`config.mk`:
```
export PLATFORM = sky130hd
export DESIGN_NAME = adc_run_sequencer
export DESIGN_NICKNAME = d
export VERILOG_FILES = /design/src/rtl/adc_run_sequencer.sv
export SDC_FILE = /design/constraint.sdc
export NUM_CORES = 1
export LEC_CHECK = 0
export ABC_AREA = 1
export BUFFER_PORTS_ARGS = -buffer_cell sky130_fd_sc_hd__buf_2
export CAP_MARGIN = 0
export CORE_ASPECT_RATIO = 0.75
export CORE_MARGIN = 10
export CORE_UTILIZATION = 38
export DETAILED_ROUTE_END_ITERATION = 8
export PLACE_DENSITY = 0.74
export SETUP_SLACK_MARGIN = 0.3
export SLEW_MARGIN = 20
export SYNTH_ARGS = -nofsm -noshare
export SYNTH_HDL_FRONTEND = slang
export SYNTH_SLANG_ARGS = --single-unit
```
`constraint.sdc`:
```
create_clock -name CLOCK_50 -period 3.25 [get_ports CLOCK_50]
set_input_delay 0.4875 -clock CLOCK_50 [delete_from_list [all_inputs] [get_ports CLOCK_50]]
set_output_delay 0.4875 -clock CLOCK_50 [all_outputs]
set_load 0.03 [all_outputs]
```
`src/rtl/adc_run_sequencer.sv`:
```
// MAX11043 run sequencer: plays the init table through SPI_ADC, then issues one data read per
// EOC falling edge and forwards host commands from the command FIFO between reads.
module adc_run_sequencer #(
   parameter logic [23:0] INIT_W0 = 24'h30101B,
   parameter logic [23:0] INIT_W1 = 24'h34101B,
   parameter logic [23:0] INIT_W2 = 24'h38101B,
   parameter logic [23:0] INIT_W3 = 24'h3C101B,
   parameter logic [23:0] RD_CMD  = 24'hC10000,
   parameter int unsigned TIMEOUT = 1024
) (
   input  logic        CLOCK_50,
   input  logic        RST,
   input  logic        START,
   input  logic        STOP,
   input  logic        EOC,
   input  logic        CMD_VALID,
   input  logic [23:0] CMD_DATA,
   output logic        CMD_RD,
   output logic        SPI_REQ,
   output logic [23:0] SPI_DATA,
   input  logic        SPI_DONE,
   input  logic [63:0] SPI_RX,
   output logic        CONV_RUN,
   output logic        SAMPLE_VALID,
   output logic [63:0] SAMPLE,
   output logic [2:0]  STATE,
   output logic        OVERRUN,
   output logic        ERR
);

   typedef enum logic [2:0] {
      ST_IDLE  = 3'd0,
      ST_INIT  = 3'd1,
      ST_RUN   = 3'd2,
      ST_READ  = 3'd3,
      ST_HCMD  = 3'd4,
      ST_FAULT = 3'd5
   } state_t;

   localparam int unsigned TMO_W = $clog2(TIMEOUT);
   localparam logic [TMO_W-1:0] TMO_LAST = TMO_W'(TIMEOUT - 32'd1);

   state_t           state_r, state_next;
   logic [1:0]       idx_r, idx_next;
   logic [TMO_W-1:0] tmo_r, tmo_next;
   logic             req_r, req_next;
   logic [23:0]      data_r, data_next;
   logic             cmd_rd_r, cmd_rd_next;
   logic             conv_run_r, conv_run_next;
   logic             sample_valid_r, sample_valid_next;
   logic [63:0]      sample_r, sample_next;
   logic             overrun_r, overrun_next;
   logic             err_r, err_next;
   logic             stop_pend_r, stop_pend_next;
   logic             eoc_s1_r, eoc_s2_r, eoc_prev_r;
   logic             eoc_fall_s, stop_any_s, xact_s;

   function automatic logic [23:0] init_word(input logic [1:0] idx);
      logic [23:0] w;
      case (idx)
         2'd0:    w = INIT_W0;
         2'd1:    w = INIT_W1;
         2'd2:    w = INIT_W2;
         2'd3:    w = INIT_W3;
         default: w = INIT_W0;
      endcase
      return w;
   endfunction

   assign eoc_fall_s = eoc_prev_r & ~eoc_s2_r;
   assign stop_any_s = STOP | stop_pend_r;
   assign xact_s     = (state_r == ST_INIT) || (state_r == ST_READ) || (state_r == ST_HCMD);

   // Next-state and next-output computation; a transaction state raises SPI_REQ on its first cycle.
   always_comb begin
      state_next        = state_r;
      idx_next          = idx_r;
      tmo_next          = tmo_r;
      req_next          = req_r;
      data_next         = data_r;
      cmd_rd_next       = 1'b0;
      sample_valid_next = 1'b0;
      sample_next       = sample_r;
      case (state_r)
         ST_IDLE: begin
            if (START) begin
               state_next = ST_INIT;
               idx_next   = 2'd0;
               data_next  = init_word(2'd0);
            end else if (CMD_VALID) begin
               state_next  = ST_HCMD;
               data_next   = CMD_DATA;
               cmd_rd_next = 1'b1;
            end else begin
               state_next = ST_IDLE;
            end
         end
         ST_RUN: begin
            if (eoc_fall_s) begin
               state_next = ST_READ;
               data_next  = RD_CMD;
            end else if (CMD_VALID) begin
               state_next  = ST_HCMD;
               data_next   = CMD_DATA;
               cmd_rd_next = 1'b1;
            end else if (stop_any_s) begin
               state_next = ST_IDLE;
            end else begin
               state_next = ST_RUN;
            end
         end
         ST_INIT, ST_READ, ST_HCMD: begin
            if (!req_r) begin
               req_next = 1'b1;
               tmo_next = TMO_W'(0);
            end else if (SPI_DONE) begin
               req_next = 1'b0;
               if (state_r == ST_READ) begin
                  sample_next       = SPI_RX;
                  sample_valid_next = 1'b1;
                  state_next        = ST_RUN;
               end else if (state_r == ST_HCMD) begin
                  state_next = conv_run_r ? ST_RUN : ST_IDLE;
               end else if (idx_r == 2'd3) begin
                  state_next = ST_RUN;
                  idx_next   = 2'd0;
               end else begin
                  idx_next  = idx_r + 2'd1;
                  data_next = init_word(idx_r + 2'd1);
               end
            end else if (tmo_r == TMO_LAST) begin
               req_next   = 1'b0;
               state_next = ST_FAULT;
            end else begin
               tmo_next = tmo_r + TMO_W'(1);
            end
         end
         ST_FAULT: begin
            if (stop_any_s) begin
               state_next = ST_IDLE;
            end else begin
               state_next = ST_FAULT;
            end
         end
         default: begin
            state_next = ST_IDLE;
            req_next   = 1'b0;
         end
      endcase

      // Conversion stays enabled through reads and host commands issued while running.
      case (state_next)
         ST_RUN:            conv_run_next = 1'b1;
         ST_IDLE, ST_FAULT: conv_run_next = 1'b0;
         default:           conv_run_next = conv_run_r;
      endcase
      err_next       = err_r | (state_next == ST_FAULT);
      overrun_next   = overrun_r | (eoc_fall_s & xact_s);
      stop_pend_next = (state_next == ST_IDLE) ? 1'b0 : (stop_pend_r | STOP);
   end

   // State and output registers; EOC idles high so its synchronizer resets to 1.
   always_ff @(posedge CLOCK_50 or posedge RST) begin
      if (RST) begin
         state_r        <= ST_IDLE;
         idx_r          <= 2'd0;
         tmo_r          <= TMO_W'(0);
         req_r          <= 1'b0;
         data_r         <= 24'h000000;
         cmd_rd_r       <= 1'b0;
         conv_run_r     <= 1'b0;
         sample_valid_r <= 1'b0;
         sample_r       <= 64'h0;
         overrun_r      <= 1'b0;
         err_r          <= 1'b0;
         stop_pend_r    <= 1'b0;
         eoc_s1_r       <= 1'b1;
         eoc_s2_r       <= 1'b1;
         eoc_prev_r     <= 1'b1;
      end else begin
         state_r        <= state_next;
         idx_r          <= idx_next;
         tmo_r          <= tmo_next;
         req_r          <= req_next;
         data_r         <= data_next;
         cmd_rd_r       <= cmd_rd_next;
         conv_run_r     <= conv_run_next;
         sample_valid_r <= sample_valid_next;
         sample_r       <= sample_next;
         overrun_r      <= overrun_next;
         err_r          <= err_next;
         stop_pend_r    <= stop_pend_next;
         eoc_s1_r       <= EOC;
         eoc_s2_r       <= eoc_s1_r;
         eoc_prev_r     <= eoc_s2_r;
      end
   end

   assign CMD_RD       = cmd_rd_r;
   assign SPI_REQ      = req_r;
   assign SPI_DATA     = data_r;
   assign CONV_RUN     = conv_run_r;
   assign SAMPLE_VALID = sample_valid_r;
   assign SAMPLE       = sample_r;
   assign STATE        = state_r;
   assign OVERRUN      = overrun_r;
   assign ERR          = err_r;

endmodule

```
# Word level (Yosys, flattened, before mapping)
# Cells that the tools add are included.
classes:
  addsub: 2
  bitwise: 6
  n_eq_ne: 20
  n_reduce_logical: 15
  mux: 48
op_table:
  columns: ["cell", "n"]
  rows:
  - ["24-bit 2-to-1 mux", 8]
  - ["24-bit one-hot mux with 4 select lines", 1]
  - ["24-bit one-hot mux with 3 select lines", 1]
  - ["3-bit 2-to-1 mux", 11]
  - ["10-bit 2-to-1 mux", 3]
  - ["2-bit 2-to-1 mux", 8]
  - ["2-bit inequality test (second input constant)", 8]
  - ["3-bit one-hot mux with 4 select lines", 1]
  - ["6-bit AND reduction", 2]
  - ["1-bit 2-to-1 mux", 11]
  - ["10-bit by 1-bit adder with 10-bit output (second input constant)", 1]
  - ["10-bit equality test (second input constant)", 1]
  - ["3-bit by 2-bit equality test with 1-bit output (second input constant)", 3]
  - ["3-bit equality test (second input constant)", 3]
  - ["2-bit equality test (second input constant)", 3]
  - ["3-bit zero test", 2]
  - ["1-bit one-hot mux with 2 select lines", 3]
  - ["3-bit OR reduction", 2]
  - ["2-bit one-hot mux with 2 select lines", 1]
  - ["4-bit AND reduction", 1]
  - ["2-bit nonzero test", 2]
  - ["3-bit by 1-bit equality test with 1-bit output (second input constant)", 1]
  - ["1-bit bitwise OR", 3]
  - ["3-bit AND reduction", 1]
  - ["8 further kinds", 10]
word_totals:
  output_inout_bits: 97
  input_bits: 95
  word_cells: 106
  reg_bits: 113

# Depth between registers and ports, before layout
# Gate-level depths: netlist of run 1.
logic_depth:
  depth_word: 10
  ltp_mapped: 13
  mapped_depth_nobuf: 13

# Worst setup path before layout of run 1
# No wires, ideal clock.
synth_path:
  path_type: "flip-flop to flip-flop"
  from: "reg req_r, in the netlist SPI_REQ"
  to: "reg data_r[10], in the netlist SPI_DATA[10]"
  arrival_time_ns: 1.586
  stages_incl_launch_ff: 11
  path_buffers: 1
  setup_ns: 0.120
  slack_ns: 1.544
  cell_sequence: "dfrtp_1 > nand2_2 > inv_2 > nand2_2 > a21oi_4 > inv_2 > nor2_4 > inv_2 > buf_6 > o21ai_1 > a21oi_1"
synth_between:
  elab_chain_len: 2
synth_rtl:
  columns: ["item", "line_no", "source"]
  rows:
  - ["start: declaration", "46", "logic req_r, req_next;"]
  - ["start signal: assignment", "184", "req_r <= req_next;"]
  - ["2-bit inequality test (no source line)", null, null]
  - ["6-bit AND reduction (no source line)", null, null]
  - ["end signal: assignment", "185", "data_r <= data_next;"]
  - ["end: declaration", "47", "logic [23:0] data_r, data_next;"]
# No other way between the ends.
# A chain may end at the register's enable or synchronous reset.

# Worst setup path after layout of run 1
layout_path:
  from: "reg idx_r[0]"
  to: "reg data_r[5], in the netlist SPI_DATA[5]"
layout_between:
  elab_chain_len: 3
layout_rtl:
  columns: ["item", "line_no", "source"]
  rows:
  - ["start: declaration", "44", "logic [1:0] idx_r, idx_next;"]
  - ["start signal: assignment", "182", "idx_r <= idx_next;"]
  - ["2-bit equality test", "124", "end else if (idx_r == 2'd3) begin"]
  - ["2-bit inequality test (no source line)", null, null]
  - ["6-bit AND reduction (no source line)", null, null]
# No other way between the ends.

==> results of run 1 <==
## report_power, final
group,switching (mW),leakage (nW),internal [mW]
combinational,1.67,1.96,0.665
clock,0.672,0.272,1.13
sequential,0.275,1.46,1.83
## worst min path at each step
| stage | start | endpoint | slack, ns | cells past startpoint |
|---|---|---|---|---|
| 3_3_place_gp | eoc_s1_r$_DFF_PP1_ | eoc_s2_r$_DFF_PP1_ | 0.35 | 0 |
| 2_1_floorplan | eoc_s1_r$_DFF_PP1_ | eoc_s2_r$_DFF_PP1_ | 0.35 | 0 |
| 6_report | EOC | eoc_s1_r$_DFF_PP1_ | 0.19 | 1 |
| 3_5_place_dp | eoc_s1_r$_DFF_PP1_ | eoc_s2_r$_DFF_PP1_ | 0.35 | 0 |
| 5_1_grt | EOC | eoc_s1_r$_DFF_PP1_ | 0.17 | 1 |
| 4_1_cts | EOC | eoc_s1_r$_DFF_PP1_ | 0.17 | 1 |
## logic make-up (layout without fill, tap and decap cells)
kind of cell,count (synthesis),after routing
and+or+nand+nor,312,312
DFF,113,113
buffers and inverters,65,272
AOI/OAI and AO/OA,64,64
xor gates and xnor gates,7,7
muxes,5,5
adders and majority gates,2,2
other,0,1
## per-layer routing
layer  track usage, %  part of all wire, %  vias up
li1                 -                    -     2172
met3            6.147                   11       15
met4            5.636                  1.4        0
met2            22.89                   44      161
met5                0                    0        -
met1            19.60                   44     1915
## critical path, cell delays in order, from the launching register on
cell	delay, ns
dfrtp_1	0.39
ha_1	0.23
nor2_1	0.16
nand2_2	0.09
a21oi_4	0.37
inv_2	0.09
nor2_4	0.18
inv_2	0.17
o21ai_1	0.18
nor2_1	0.06
## final cells by class
type	instances	area share, %
antenna	1	0.03812
clock buffer	17	6.481
tap	166	3.164
inverter	44	2.573
timing repair buffer	196	15.55
clock inverter	15	2.440
multi-input combinational	390	26.61
sequential	113	43.14
## sequential cells by signal, summed over array words and instances (netlist names), 2 cells and up
| name | flops |
|---|---|
| STATE | 3 |
| tmo_r | 10 |
| SAMPLE | 64 |
| SPI_DATA | 24 |
| idx_r | 2 |
## stage by stage
stage	worst slack, ns	hold slack (ns)	power [mW]	cells
5_1_grt	1.019	0.1719	6.657	942
6_report	1.199	0.1910	6.246	942
4_1_cts	1.226	0.1711	6.321	941
2_1_floorplan	1.394	0.3452	3.763	568
3_5_place_dp	1.243	0.3487	4.479	908
3_3_place_gp	1.302	0.3485	4.436	908
## cell usage in the layout (no fill, tap or decap), types with 3 or more instances in the layout
master,n
clkinvlp_4,6
nand4_1,3
clkbuf_16,17
clkinv_4,3
nand3_1,10
nor2_1,31
o21ai_0,19
inv_6,3
o21ai_1,10
dfrtp_1,110
a31oi_1,4
a21oi_1,17
nand2_1,248
inv_2,6
mux2i_1,5
xor2_1,6
dfstp_2,3
o31ai_1,9
buf_2,191
inv_1,36
nand2_2,6
nor3_1,9
==> flow_summary.toml, run 1 <==
[setup_path]
crit_fanout = 20
regToRegSetupSlack_ns = 1.20
worst-setup-path-type = "register to register"
worstPathRequired_ns = 3.53
worstReg2RegStart = "idx_r[0]$_DFFE_PP0P_"
arrival_ns = 2.33
cp-startpoint = "idx_r[0]$_DFFE_PP0P_"
cp-end-kind = "register"
start_kind = "register"
worst_r2r_path_depth = 9
r2r-end = "SPI_DATA[5]$_DFFE_PP0P_"
worstSetupEndpoint = "SPI_DATA[5]$_DFFE_PP0P_"

[sta]
worstMarginPinSlew_ns = 0.6557
slew_headroom_pct = 56.29
final-setup-viol-count = 0
tns_ns = 0
fin_crit_sh_pct = 63.09
maxSlewViolCount = 0
fin_crit_ns = 2.051
rsz0062_at_grt = "false"
fin_worst_skew_ns = 0.008317
max_freq_ghz = 0.4877
hold_violations = 0

[global_routing]
grtUsageTotal_pct = 15.39
grt_max_degree = 109
grt_pass1_wl_mm = 22.27
grt-ovfl-total = 0
antenna_found_initial = 1
grt_pass1_vias = 4374

[floorplanning]
start_util_pct = 39.18
dieWidth_um = 150.5
row_count = 35
ioPinCount = 192
die-area_um2 = 17750
core_um2 = 12390
die-height_um = 117.9

[detailed_routing]
viasPerCell = 4.525
firstDrtPassIters = 4
drc_errors = 0
routedWlPerCell_um = 14.42
wirelength_mm = 13.58
ant_nets = 0
vias = 4263
first_iter_violations = 289

[pwr]
p_leak_nw = 3.693
max-vdd-ir-drop_mv = 0.4423
power_density_nw_per_um2 = 951.6

[layout]
final_util_pct = 52.96
layout-drive-gt1-share_pct = 32.13
layout.nets = 859
seqCellArea_um2 = 2831
synthToLayoutAreaGrowth_pct = 35.17
num-fill-cells = 1158
final_cell_area_um2 = 6564
multi_input_comb_area_um2 = 1747

[synthesis]
synth_most_common_cell = "nand2_1"
synth-edff-count = 0
async_reset_ff_share_pct = 100.0
synthesis.area_um2 = 4856
synth_commonest_cells = "nand2_1 (249), dfrtp_1 (110), inv_1 (38)"
synthAdderAreaFrac_pct = 0.5153
ys_ff_latch = 113
synth_area_leaders = "dfrtp_1 (57%), nand2_1 (19%), inv_1 (2.9%)"
yosysTopAreaCell = "dfrtp_1"
synthFlopType = "dfrtp_1"
synthSimpleGateAreaFrac_pct = 25.53
synth-compound-area-share_pct = 7.575
yosys_warnings = 0
ys_types = 32
syn_inst = 568
synth_top_area_share_pct = 56.69
syn-num-nets = 665
synth_top_family_by_area = "simple AND/OR/NAND/NOR gates"
synth_mux_area_share_pct = 1.031
synth-xor-area-share_pct = 1.263
seq_area_frac_synth_pct = 58.31
avgSynthCellArea_um2 = 8.549

[clocking]
clock_sinks = 113
cts_setup_buffers = 0
cts_resized = 0
cts_max_level = 4
cts_buffer_depth = 2
cts_buffers = 17
cts_hold_buf = 1
clk_pin_slew_ns = 0.05
clk_root_buffer_cell = "clkbuf_16"
insertion_delay_ns = 0.39
cts_tree = "yes"

[run]
cap_violations = 0

[status]
status = "finished clean"

[placed_design]
detailed_place.area_um2 = 5966
gp_congestion = 0.8656
port_buffers = 191
dpl.hpwl_mm = 10.01

[hold_path]
hold_class = "input pin to register"
Power figures use the tool's default switching activity.
==> run 2: changes to the inputs <==
ABC_AREA = 0   (was 1)
clock period = 1.65 ns   (was 3.25 ns; I/O delays follow)
==> flow_summary.toml, run 2 <==
[status]
status = "complete, but fails checks"
violations = "negative setup slack"

[global_routing]
grtUsageTotal_pct = 16.46
antenna_found_initial = 1
grt_pass1_vias = 4417
grt_pass1_wl_mm = 22.62
grt-ovfl-total = 0
grt_max_degree = 41

[synthesis]
ys_ff_latch = 113
synth_most_common_cell = "dfrtp_1"
seq_area_frac_synth_pct = 60.30
ys_types = 49
synthSimpleGateAreaFrac_pct = 10.52
syn_inst = 370
synth_mux_area_share_pct = 15.59
synth_area_leaders = "dfrtp_1 (59%), mux2_2 (16%), nand2_1 (3.3%)"
synth_commonest_cells = "dfrtp_1 (110), mux2_2 (65), nand2_1 (41)"
avgSynthCellArea_um2 = 12.69
synth_top_area_share_pct = 58.62
synthAdderAreaFrac_pct = 0.5329
synthesis.area_um2 = 4696
yosys_warnings = 0
yosysTopAreaCell = "dfrtp_1"
synth-xor-area-share_pct = 1.492
synthFlopType = "dfrtp_1"
synth-edff-count = 0
async_reset_ff_share_pct = 100.0
syn-num-nets = 467
synth_top_family_by_area = "multiplexers"
synth-compound-area-share_pct = 9.379

[placed_design]
detailed_place.area_um2 = 6227
dpl.hpwl_mm = 10.54
port_buffers = 191
gp_congestion = 0.8631

[detailed_routing]
wirelength_mm = 16.36
ant_nets = 0
firstDrtPassIters = 4
routedWlPerCell_um = 19.78
first_iter_violations = 169
viasPerCell = 4.941
vias = 4086
drc_errors = 0

[floorplanning]
ioPinCount = 192
row_count = 35
start_util_pct = 38.57
dieWidth_um = 148.4
core_um2 = 12170
die-height_um = 116.3
die-area_um2 = 17250

[setup_path]
worstPathRequired_ns = 1.98
slowest_stage = "or3b_4"
cp-end-kind = "register"
cp.depth = 6
slowest_delay_ns = 0.41
worst-setup-path-type = "register to register"
worst_r2r_path_depth = 6
path_cells = "buf_6 > or3b_4 > a21boi_4 > nand4_4 > or3_4 > a21oi_2"
crit_buf_inv = 1
crit_family = "simple AND/OR/NAND/NOR gates"
crit_fanout = 4
arrival_ns = 2.16
start_kind = "register"

[sta]
final-setup-viol-count = 102
worstMarginPinSlew_ns = 0.5047
tns_ns = -10.23
fin_crit_sh_pct = 111.2
max_freq_ghz = 0.5452
maxSlewViolCount = 0
rsz0062_at_grt = "true"
fin_worst_skew_ns = 0.008281
fin_crit_ns = 1.834
slew_headroom_pct = 66.21
worst_slack_ns = -0.1842
hold_violations = 0

[clocking]
cts_tree = "yes"
clk_root_buffer_cell = "clkbuf_16"
clock_sinks = 113
cts_buffers = 17
cts_max_level = 4
clk_pin_slew_ns = 0.06
insertion_delay_ns = 0.40
cts_buffer_depth = 2

[pwr]
clkPwrFrac_pct = 23.9
comb_power_share_pct = 47.4
p_int_mw = 9.139
power_mw = 15.32
seqPwrFrac_pct = 28.7
p_leak_nw = 3.885
p_switching_mw = 6.185
power_density_nw_per_um2 = 1944
p_sw_share_pct = 40.36
max-vdd-ir-drop_mv = 1.058

[layout]
synthToLayoutAreaGrowth_pct = 67.84
layout-drive-gt1-share_pct = 68.18
layout_commonest_cell = "buf_2"
layout.nets = 744
final_cell_area_um2 = 7881
layout_common_cells = "buf_2 (188), dfrtp_1 (106), mux2_4 (64), buf_4 (49), clkbuf_16 (23)"
largest_reg_flops = 64

[hold_path]
hold_depth = 2
hold_class = "input pin to register"

[run]
cap_violations = 0
-- run 2: cell count changes after synthesis, moves of 6 or more --
cell      previous run  this run
a21o_1               0         6
o21a_1               0         7
o21ai_1             10         0
o22a_1               0         7
o31ai_1              9         0
mux2_2               0        65
nor3_1               9         0
nand2b_1             0         6
inv_1               38         5
nand2_1            249        41
nor2_1              31        14
o21ai_0             19         7
-- run 2: metal layers --
metal | routed length [µm] | global-route usage, % | up-vias
met5 | 0 | 0 | -
met2 | 8288 | 27.96 | 135
li1 | - | - | 1876
met1 | 6568 | 17.75 | 2051
met4 | 227 | 5.336 | 0
met3 | 1274 | 8.169 | 24
-- run 2: worst reg2reg max path, stage by stage (launching register included) --
cell      delay [ns]
dfrtp_2         0.40
buf_6           0.12
or3b_4          0.41
a21boi_4        0.25
nand4_4         0.12
or3_4           0.35
a21oi_2         0.12
-- run 2: cells by family after synthesis --
family,count (synthesis)
AOI/OAI and AO/OA,64
buffers and inverters,22
adders and majority gates,2
xor gates and xnor gates,8
muxes,65
and+or+nand+nor,96
DFF,113
-- run 2: area by class of cell --
cell class / count / area [µm²]
Clock inverter: 14 / 158.9
Clock buffer: 18 / 439.2
Sequential cell: 113 / 2836
Multi-Input combinational cell: 236 / 2337
Tap cell: 166 / 207.7
Timing Repair Buffer: 274 / 1877
Antenna cell: 1 / 2.502
Inverter: 5 / 22.52
Fill cell: 941 / 4293
-- run 2: power by group through the flow --
stage               Clock [mW]  Combinational, mW  Sequential (mW)
finish                    3.66               7.26             4.40
global route              3.88               7.72             4.52
CTS                       3.71               6.24             4.35
detailed placement           0               5.73             4.36
global placement             0               5.60             4.30
floorplan                    0               1.97             6.05
-- run 2: through the flow --
step / std cells / utilization (%) / worst slack, ns / hold WS [ns]
final: 827 / 64.74 / -0.1842 / 0.07130
after CTS: 799 / 58.58 / -0.1103 / 0.06101
after detailed placement: 753 / 51.15 / -0.2084 / 0.2693
after global routing: 826 / 64.72 / -0.2502 / 0.05681
after global placement: 753 / 51.15 / -0.1258 / 0.2677
after floorplan: 370 / - / -0.2047 / 0.2520
-- run 2: timing repair --
action                                 in CTS  in global routing
resized for setup                          51                114
pin swaps                                  27                 34
setup endpoints to repair                 113                113
endpoints found under the hold margin      10                  0
setup buffers                              10                 18
hold buffers                                2                  0
gates cloned                                2                  9
-- run 2: final timing paths --
| kind | from | end | slack (ns) |
|---|---|---|---|
| max in group asynchronous | RST | SPI_DATA[19]$_DFFE_PP0P_ | 0.73 |
| hold reg to reg | eoc_s1_r$_DFF_PP1_ | eoc_s2_r$_DFF_PP1_ | 0.36 |
| hold / removal | SPI_RX[19] | SAMPLE[19]$_DFFE_PP0P_ | 0.07 |
| setup reg to reg | STATE[2]$_DFF_PP0_ | tmo_r[6]$_DFFE_PP0P_ | -0.18 |
| min in group asynchronous | RST | stop_pend_r$_DFF_PP0_ | 0.39 |
| setup / recovery | STATE[2]$_DFF_PP0_ | tmo_r[6]$_DFFE_PP0P_ | -0.18 |
==> run 3: changes to the inputs <==
ABC_AREA = 1   (was 0)
==> flow_summary.toml, run 3 (synthesis results as in run 1) <==
[status]
status = "complete, but fails checks"
violations = "negative setup slack"

[floorplanning]
die-height_um = 117.9
die-area_um2 = 17750
start_util_pct = 39.18
core_um2 = 12390
ioPinCount = 192
row_count = 35
dieWidth_um = 150.5

[layout]
antenna_cells = 0
layout.nets = 931
largest_reg_flops = 64
layout-drive-gt1-share_pct = 58.91
layout_common_cells = "buf_2 (188), nand2_1 (114), dfrtp_1 (108), nand2_2 (95), nand2_4 (44)"
final_util_pct = 67.44
synthToLayoutAreaGrowth_pct = 72.12
layout_commonest_cell = "buf_2"

[setup_path]
start_kind = "register"
cp-startpoint = "idx_r[1]$_DFFE_PP0P_"
path_common_cell = "nor2_4"
worstReg2RegStart = "idx_r[1]$_DFFE_PP0P_"
cp-end-kind = "register"
crit_fanout = 6
worstPathRequired_ns = 1.98
worst-setup-path-type = "register to register"
arrival_ns = 1.98
r2r-end = "SPI_DATA[5]$_DFFE_PP0P_"
worst_r2r_path_depth = 10
slowest_stage = "dfrtp_1"
path_cells = "ha_2 > nor2_4 > nand2_2 > a21oi_4 > inv_2 > nor2_4 > buf_6 > or2_4 > o21ai_2 > nor2_1"
slowest_delay_ns = 0.38
regToRegSetupSlack_ns = -0.003

[global_routing]
grt_max_degree = 60
grt_pass1_vias = 4776
gr-max-usage-layer = "met2"
antenna_found_initial = 0
grt-ovfl-total = 0
met2_usage_pct = 26.83
grt_pass1_wl_mm = 24.71
grtUsageTotal_pct = 17.15
use_met3_pct = 6.493
grtUsageMet1_pct = 21.52

[clocking]
clk_pin_slew_ns = 0.07
insertion_delay_ns = 0.41
cts_tree = "yes"
clk_root_buffer_cell = "clkbuf_16"
cts_buffer_depth = 2
clock_sinks = 113
cts_max_level = 4
cts_buffers = 17

[sta]
slew_headroom_pct = 77.88
fin_crit_sh_pct = 100.2
hold_ws_ns = 0.03113
worst_slack_ns = -0.003076
worstMarginPinSlew_ns = 0.3318
hold_violations = 0
tns_ns = -0.003076
fin_worst_skew_ns = 0.01939
final-setup-viol-count = 1
fin_crit_ns = 1.653
max_freq_ghz = 0.6049
rsz0062_at_grt = "true"
maxSlewViolCount = 0

[pwr]
p_leak_nw = 4.547
power_density_nw_per_um2 = 1735
max-vdd-ir-drop_mv = 0.8552
power_mw = 14.50

[detailed_routing]
wirelength_mm = 17.91
first_iter_violations = 270
ant_nets = 0
drc_errors = 0
routedWlPerCell_um = 17.68
vias = 4887
viasPerCell = 4.824
firstDrtPassIters = 4

[placed_design]
gp_congestion = 0.8364
dpl.hpwl_mm = 10.77
dp_slack_ns = -0.01997
port_buffers = 191

[hold_path]
hold_depth = 3
hold_class = "input pin to register"
hold_start = "SPI_RX[26]"
min_to = "SAMPLE[26]$_DFFE_PP0P_"

[run]
cap_violations = 0
## run 3: changes by cell type in the layout (fill, tap and decap cells not counted), sizes merged, moves of 8 or more
cell,previous run,this run
o21ai,7,29
buf,266,258
nor2,14,32
nor3,0,11
nand2,41,255
mux2,65,0
o31ai,0,9
inv,6,48
## run 3: per-stage QoR
step | std cells | instance area [µm²]
3_5_place_dp | 937 | 6211
6_report | 1013 | 8358
5_1_grt | 1013 | 8358
2_1_floorplan | 568 | 4862
3_3_place_gp | 937 | 6211
4_1_cts | 990 | 7223
## run 3: cell type report
cell class / count / area, µm²
inverter: 44 / 215.2
clock buffer: 17 / 425.4
sequential: 113 / 2834
timing repair buffer: 266 / 1904
timing repair inverter: 1 / 16.27
tap: 166 / 207.7
multi-input combinational: 391 / 2581
fill: 937 / 4035
clock inverter: 15 / 173.9
## run 3: worst max-delay path by stage
stage,endpoint,cells past startpoint
detailed placement,SPI_DATA[7]$_DFFE_PP0P_,7
global placement,SPI_DATA[11]$_DFFE_PP0P_,9
global route,SPI_DATA[5]$_DFFE_PP0P_,10
floorplan,SPI_DATA[10]$_DFFE_PP0P_,10
finish,SPI_DATA[5]$_DFFE_PP0P_,10
CTS,SPI_DATA[5]$_DFFE_PP0P_,10
## run 3: per-layer routing
| metal | part of all wire [%] | up-vias | wire length (µm) |
|---|---|---|---|
| met1 | 41 | 2326 | 7369 |
| li1 | - | 2338 | - |
| met2 | 48 | 195 | 8673 |
| met4 | 1.7 | 0 | 299 |
| met5 | 0 | - | 0 |
| met3 | 8.7 | 28 | 1566 |
## run 3: what timing repair did
action / 4_1_cts / 5_1_grt
gates resized for setup: 50 / 259
endpoints found under the setup margin: 104 / 110
buffers inserted: 15 / 13
gates cloned: 4 / 10
hold buffers: 2 / 0
pin swaps: 7 / 89
hold endpoints to repair: 89 / 0
## run 3: critical path, delay by kind of cell (launching register included)
kind	cells	cell delay, ns
simple gates	5	0.59
flops	1	0.38
fa+ha+maj	1	0.21
buf+inv	2	0.21
compound gates	2	0.19
## run 3: power breakdown
part / leakage [nW] / total (mW) / switching (mW) / internal [mW]
sequential: 1.46 / 4.21 / 0.605 / 3.61
combinational: 2.80 / 6.59 / 4.20 / 2.39
clock: 0.288 / 3.71 / 1.43 / 2.27
